`src/rtl/mem_arb_pkg.sv`:
```
// Shared types for the unified-memory port arbiter.
// Owner and FSM state encodings used by mem_port_arbiter.
package mem_arb_pkg;

  typedef enum logic {
    IDLE = 1'b0,
    BUSY = 1'b1
  } state_e;

  typedef enum logic {
    OWN_FETCH = 1'b0,
    OWN_DATA  = 1'b1
  } owner_e;

endpackage

```
`src/rtl/mem_port_arbiter.sv`:
```
// Single-ported memory arbiter between fetch and load/store ports.
// Data wins by default; a starve counter eventually forces fetch through.
module mem_port_arbiter
  import mem_arb_pkg::*;
#(
  parameter int ADDR_WIDTH   = 32,
  parameter int DATA_WIDTH   = 32,
  parameter int MEM_LATENCY  = 2,
  parameter int STARVE_LIMIT = 4
) (
  input  logic                  clk,
  input  logic                  rst,
  input  logic                  if_req,
  input  logic [ADDR_WIDTH-1:0] if_addr,
  output logic [DATA_WIDTH-1:0] if_rdata,
  output logic                  if_ready,
  input  logic                  d_req,
  input  logic                  d_we,
  input  logic [ADDR_WIDTH-1:0] d_addr,
  input  logic [DATA_WIDTH-1:0] d_wdata,
  output logic [DATA_WIDTH-1:0] d_rdata,
  output logic                  d_ready,
  output logic                  mem_en,
  output logic                  mem_we,
  output logic [ADDR_WIDTH-1:0] mem_addr,
  output logic [DATA_WIDTH-1:0] mem_wdata,
  input  logic [DATA_WIDTH-1:0] mem_rdata
);

  localparam int LW = $clog2(MEM_LATENCY + 1);
  localparam int SW = $clog2(STARVE_LIMIT + 1);

  state_e          state_q, state_d;
  owner_e          owner_q, owner_d;
  logic            we_q, we_d;
  logic            kill_q, kill_d;
  logic [LW-1:0]   lat_q, lat_d;
  logic [SW-1:0]   starve_q, starve_d;

  logic idle, starved, fetch_win;
  logic grant, own_req, done, cpl;

  assign idle      = (state_q == IDLE);
  assign starved   = (starve_q == SW'(STARVE_LIMIT));
  assign fetch_win = if_req && (!d_req || starved);
  assign grant     = idle && (if_req || d_req) && !rst;
  assign own_req   = (owner_q == OWN_DATA) ? d_req : if_req;
  assign done      = !idle && (we_q || lat_q == '0);
  // A requester that let go mid-access never sees its ready.
  assign cpl       = done && own_req && !kill_q && !rst;

  assign if_ready  = cpl && (owner_q == OWN_FETCH);
  assign d_ready   = cpl && (owner_q == OWN_DATA);
  assign if_rdata  = if_ready ? mem_rdata : '0;
  assign d_rdata   = d_ready ? mem_rdata : '0;

  assign mem_en    = grant;
  assign mem_we    = grant && !fetch_win && d_we;
  assign mem_addr  = !grant ? '0 :
                     fetch_win ? if_addr : d_addr;
  assign mem_wdata = (grant && !fetch_win) ? d_wdata : '0;

  always_comb begin
    state_d  = state_q;
    owner_d  = owner_q;
    we_d     = we_q;
    kill_d   = kill_q;
    lat_d    = lat_q;
    starve_d = starve_q;

    if (!if_req) begin
      starve_d = '0;
    end else if (grant && fetch_win) begin
      starve_d = '0;
    end else if (grant && !starved) begin
      starve_d = starve_q + 1'b1;
    end

    unique case (state_q)
      IDLE: begin
        if (grant) begin
          state_d = BUSY;
          owner_d = fetch_win ? OWN_FETCH : OWN_DATA;
          we_d    = !fetch_win && d_we;
          kill_d  = 1'b0;
          lat_d   = (!fetch_win && d_we) ? '0 :
                    LW'(MEM_LATENCY - 1);
        end
      end
      BUSY: begin
        if (!own_req) kill_d = 1'b1;
        if (done) begin
          state_d = IDLE;
        end else begin
          lat_d = lat_q - 1'b1;
        end
      end
      default: state_d = IDLE;
    endcase
  end

  always_ff @(posedge clk) begin
    if (rst) begin
      state_q  <= IDLE;
      owner_q  <= OWN_FETCH;
      we_q     <= 1'b0;
      kill_q   <= 1'b0;
      lat_q    <= '0;
      starve_q <= '0;
    end else begin
      state_q  <= state_d;
      owner_q  <= owner_d;
      we_q     <= we_d;
      kill_q   <= kill_d;
      lat_q    <= lat_d;
      starve_q <= starve_d;
    end
  end

endmodule

```
`config.mk`:
```
export PLATFORM = sky130hd
export DESIGN_NAME = mem_port_arbiter
export DESIGN_NICKNAME = d
export VERILOG_FILES = /design/src/rtl/mem_arb_pkg.sv /design/src/rtl/mem_port_arbiter.sv
export SDC_FILE = /design/constraint.sdc
export NUM_CORES = 1
export LEC_CHECK = 0
export CORE_AREA = 3 3 103 105
export DETAILED_ROUTE_END_ITERATION = 8
export DIE_AREA = 0 0 106 108
export GPL_TIMING_DRIVEN = 0
export PLACE_DENSITY = 0.58
export SYNTH_ARGS = -nofsm -noshare
export SYNTH_HDL_FRONTEND = slang
export SYNTH_SLANG_ARGS = --single-unit
```
`constraint.sdc`:
```
create_clock -name clk -period 3.3 [get_ports clk]
set_clock_uncertainty 0.1 [all_clocks]
set_input_delay 0.825 -clock clk [delete_from_list [all_inputs] [get_ports clk]]
set_output_delay 0.825 -clock clk [all_outputs]
set_load 0.01 [all_outputs]
```
* Word-level counts from Yosys, hierarchy flattened
Index checks and enable logic that the tools add are counted.
Word-level totals: flip-flop bits (word level) 9, input port bits 133, output and inout port bits 132
Cells by class: add/subtract/negate cells 2, equality and inequality tests 4, muxes and demuxes 17, bitwise logic cells 3, reduce and logical (&&, ||, !) cells 27
Operators with widths (number):
- $mux W32 | 5
- $logic_and A1 B1 Y1 | 14
- $mux W1 | 7
- $reduce_and A2 Y1 | 3
- $logic_not A1 Y1 | 5
- $mux W2 | 2
- $ne A2 B2 Y1 const B | 2
- $pmux W1 S2 | 2
- $pmux W2 S2 | 1
- $add A3 B1 Y3 const B | 1
- $eq A3 B3 Y1 const B | 1
- $logic_or A1 B1 Y1 | 3
- $not A1 Y1 | 3
- $reduce_or A3 Y1 | 1
- $logic_not A2 Y1 | 1
- $ne A2 B1 Y1 const B | 1
- $sub A2 B1 Y2 const B | 1

* Longest topological paths before layout
depth after elaboration 8, gate-level depth with buffers 7, depth with buffers taken out 5

* Least setup slack after synthesis
Ideal clock, no wire load.
kind in2out, from in rst, to out d_rdata[22], arrival 2.000 ns, slack 0.375 ns, cell stages on the path 5, path through clkbuf_1 > or3b_4 > nor3_4 > buf_2 > and2_1
On the way: word-level cells in the longest chain between the ends 4
Ends and longest elaborated chain:
- start, declared | line mem_port_arbiter.sv:12 | input logic rst,
- $logic_not A1 Y1 | line mem_port_arbiter.sv:50 | assign cpl = done && own_req && !kill_q && !rst;
- $logic_and A1 B1 Y1 | line mem_port_arbiter.sv:50
- $logic_and A1 B1 Y1 | line mem_port_arbiter.sv:53 | assign d_ready = cpl && (owner_q == OWN_DATA);
- named net d_ready | line mem_port_arbiter.sv:22 | output logic d_ready,
- $mux W32 | line mem_port_arbiter.sv:55 | assign d_rdata = d_ready ? mem_rdata : '0;
- end, declared | line mem_port_arbiter.sv:21 | output logic [DATA_WIDTH-1:0] d_rdata,
The timed path passes the listed nets, and every way through them passes these cells.

* Final worst setup path
from in rst, to out mem_wdata[22]
On the way: word-level cells in the longest chain between the ends 4
Ends and longest elaborated chain:
- $logic_not A1 Y1 | line mem_port_arbiter.sv:46 | assign grant = idle && (if_req || d_req) && !rst;
- $logic_and A1 B1 Y1 | line mem_port_arbiter.sv:46
- $logic_and A1 B1 Y1 | line mem_port_arbiter.sv:61 | assign mem_wdata = (grant && !fetch_win) ? d_wdata : '0;
- $mux W32 | line mem_port_arbiter.sv:61
- end, declared | line mem_port_arbiter.sv:26 | output logic [DATA_WIDTH-1:0] mem_wdata,
No other way between the ends.

==> impl_metrics.json <==
{
  "outcome": "finished, final reports clean",
  "grt_max_degree": 11,
  "postSynthRegisterBits": 9,
  "dpl.hpwl_um": 9640,
  "drt-total-wl_um": 10700,
  "final.setup.worst_slack_ps": 99.1,
  "dpl.cell_count": 600,
  "cap_viol_max_count": 0,
  "synth_top_area_cell": "sky130_fd_sc_hd__and2_1",
  "cts-hold-fix-buffers": 0,
  "required_ps": 2370,
  "cts_root_buf": "sky130_fd_sc_hd__clkbuf_8",
  "grt_pass1_vias": 2626,
  "first_iter_violations": 56,
  "clk_path_buf_depth": 2,
  "crit_chain": "clkbuf_4 > a2111oi_4 > buf_4 > buf_4 > buf_4 > buf_6 > and2_1 > clkdlybuf4s15_1",
  "numPortBuffers": 263,
  "timing.rr.start": "starve_q[0]$_SDFFE_PP0P_",
  "synth.yosys.warnings": 0,
  "post_synth_inst_count": 204,
  "die_height_um": 108,
  "worst-path-max-fanout": 10,
  "worstSetupStartpointType": "input pin",
  "fp.dieW_um": 106,
  "max_clock_freq_mhz": 312,
  "ant_nets": 0,
  "place_ws_ps": -856,
  "whs_endpoint": "we_q$_SDFFE_PP0P_",
  "antenna_found_initial": 0,
  "hold_path.class": "flip-flop to flip-flop",
  "postLayoutCellArea_um2": 4430,
  "critical-path-top-cell-by-count": "sky130_fd_sc_hd__buf_4",
  "power_w": 0.000660,
  "average_cell_area_after_synthesis_um2": 7.38,
  "tritoncts_clock_tree": "yes",
  "vias": 2600,
  "grt_use_total_pct": 16.9,
  "period_minus_slack_ps": 3200,
  "syn_area_um2": 1510,
  "slew_viol_final": 0,
  "placementRows": 36,
  "worst_hold_path.num_cells": 2,
  "gp_congestion": 0.773,
  "routed_via_density": 4.21,
  "synth_edf_count": 0,
  "grt-ovfl-total": 0,
  "drtPass1Iterations": 4,
  "drt_wl_cell_um": 17.4,
  "setup_tns_ps": 0,
  "timing.rr.end": "owner_q$_SDFFE_PP0P_",
  "ys_dominant_reg_cell": "sky130_fd_sc_hd__dfxtp_1",
  "regToRegSetupSlack_ps": 1450,
  "async_sr_flop_fraction_pct": 0,
  "critical_path.endpoint_type": "output pin",
  "dieArea_um2": 11400,
  "headroom_to_the_max_slew_limit_pct": 72.4,
  "worst_slew_pin_slew_ps": 414,
  "critical_path_class": "input pin to output pin",
  "slowest_delay_ps": 380,
  "setup_viol": 0,
  "synth.top_cells.by_area": "sky130_fd_sc_hd__and2_1, sky130_fd_sc_hd__a22o_1, sky130_fd_sc_hd__dfxtp_1",
  "numClockSinks": 9,
  "report.final.hold_viol_count": 0,
  "p_leak_nw": 2.23,
  "syn2layout_area_growth_pct": 194,
  "antenna_cells": 0,
  "start_util_pct": 15.5,
  "yosysSeqAreaShare_pct": 12.0,
  "syn-num-nets": 340,
  "hold_path.startpoint": "we_q$_SDFFE_PP0P_",
  "synth.most_common_cell": "sky130_fd_sc_hd__and2_1",
  "power_per_cell_area_nw_per_um2": 149,
  "htree_levels": 1,
  "ir_drop_uv": 105,
  "cts_made_buffers": 3,
  "clock_insertion_delay_worst_skew_ps": 230,
  "ff2ff_path_depth": 8,
  "timing.critical_path.slowest_stage_cell": "sky130_fd_sc_hd__a2111oi_4",
  "most_frequent_cells_after_synthesis": "sky130_fd_sc_hd__and2_1, sky130_fd_sc_hd__a22o_1, sky130_fd_sc_hd__buf_2, sky130_fd_sc_hd__dfxtp_1, sky130_fd_sc_hd__inv_1",
  "grt_pass1_wl_um": 15000,
  "yosys.cell_types.count": 35,
  "layout.nets": 621,
  "layout-drive-gt1-share_pct": 17.1,
  "core_region_area_um2": 9730,
  "setup_repair_after_global_routing_missed_its_margin": "false",
  "timing.final.crit_share_pct": 97.0,
  "worstPathArrival_ps": 2280,
  "clk_pin_slew_worst_paths_ps": 40,
  "synth_largest_type_area_fraction_pct": 40.3,
  "route.detailed.drc": 0,
  "final_cells": 617,
  "design.portCount": 265,
  "placed_cell_area_um2": 4310
}
-- worst max-delay path, delay by kind of cell --
| kind | cells | cell delay [ps] |
|---|---|---|
| buffers and inverters | 6 | 940 |
| AO/OA/AOI/OAI | 1 | 380 |
| AND/OR/NAND/NOR | 1 | 120 |
-- power breakdown --
group | internal, W | switching, W | total (W)
registers | 0.000116 | 0.00000677 | 0.000123
logic | 0.000259 | 0.000151 | 0.000409
clock network | 0.0000841 | 0.0000431 | 0.000127
total | 0.000459 | 0.000201 | 0.000660
-- metrics by stage --
step / util, % / hold slack (ps)
floorplan: - / 352
global placement: 44.3 / 366
detailed placement: 44.3 / 374
CTS: 45.8 / 380
global route: 45.6 / 429
finish: 45.6 / 383
-- cell type report --
class / instances / area [um^2]
Clock buffer: 4 / 45.0
Sequential cell: 9 / 181
Timing Repair Buffer: 276 / 2600
Multi-Input combinational cell: 168 / 1250
Fill cell: 1037 / 5300
Buffer: 19 / 163
Inverter: 8 / 30.0
Tap cell: 133 / 166
-- cells by family (layout without fill, tap and decap cells) --
kind of cell / Yosys count / after routing / share of synthesized area [%]
AND/OR/NAND/NOR: 115 / 115 / 49.8
AO/OA/AOI/OAI: 50 / 50 / 27.8
buffers and inverters: 27 / 307 / 7.89
flip-flops: 9 / 9 / 12.0
adder cells (fa/ha/maj): 3 / 3 / 2.49
-- cells in the final DEF (no fill, tap or decap), types with 4 or more instances in the layout --
| cell | n |
|---|---|
| sky130_fd_sc_hd__inv_1 | 8 |
| sky130_fd_sc_hd__clkbuf_2 | 10 |
| sky130_fd_sc_hd__and2_1 | 96 |
| sky130_fd_sc_hd__buf_2 | 7 |
| sky130_fd_sc_hd__clkdlybuf4s50_1 | 131 |
| sky130_fd_sc_hd__clkdlybuf4s15_1 | 5 |
| sky130_fd_sc_hd__clkbuf_8 | 5 |
| sky130_fd_sc_hd__a21oi_1 | 4 |
| sky130_fd_sc_hd__buf_4 | 14 |
| sky130_fd_sc_hd__dlygate4sd2_1 | 90 |
| sky130_fd_sc_hd__dfxtp_1 | 8 |
| sky130_fd_sc_hd__buf_6 | 6 |
| sky130_fd_sc_hd__clkbuf_4 | 4 |
| sky130_fd_sc_hd__clkdlybuf4s15_2 | 23 |
| sky130_fd_sc_hd__a22o_1 | 32 |
-- metal layers --
| layer | vias to the layer above | GRT usage [%] | wire (um) |
|---|---|---|---|
| li1 | 1270 | - | - |
| met2 | 166 | 33.4 | 5600 |
| met4 | 0 | 2.96 | 122 |
| met1 | 1154 | 17.5 | 3950 |
| met3 | 10 | 5.55 | 1060 |
| met5 | - | 0 | 0 |
-- worst max path at each step --
| stage | start | to | cells after the start | slack [ps] |
|---|---|---|---|---|
| 2_1_floorplan | rst | d_rdata[22] | 5 | 370 |
| 3_3_place_gp | if_req | mem_addr[21] | 6 | -820 |
| 3_5_place_dp | if_req | mem_addr[21] | 6 | -860 |
| 4_1_cts | d_req | mem_addr[10] | 8 | -30 |
| 5_1_grt | starve_q[0]$_SDFFE_PP0P_ | mem_addr[30] | 10 | 20 |
| 6_report | rst | mem_wdata[22] | 8 | 100 |
-- sequential cells by signal, indices dropped and copies added (netlist names) --
| name | count |
|---|---|
| lat_q | 2 |
| state_q | 1 |
| we_q | 1 |
| kill_q | 1 |
| owner_q | 1 |
| starve_q | 3 |
-- timing repair --
item	in CTS	in global routing
cloned	1	0
resized for setup	238	17
setup endpoints to repair	132	56
pin swaps	4	1
buffers inserted	11	1
hold endpoints to repair	0	0
No activity file was read; power rests on OpenSTA's default activity.
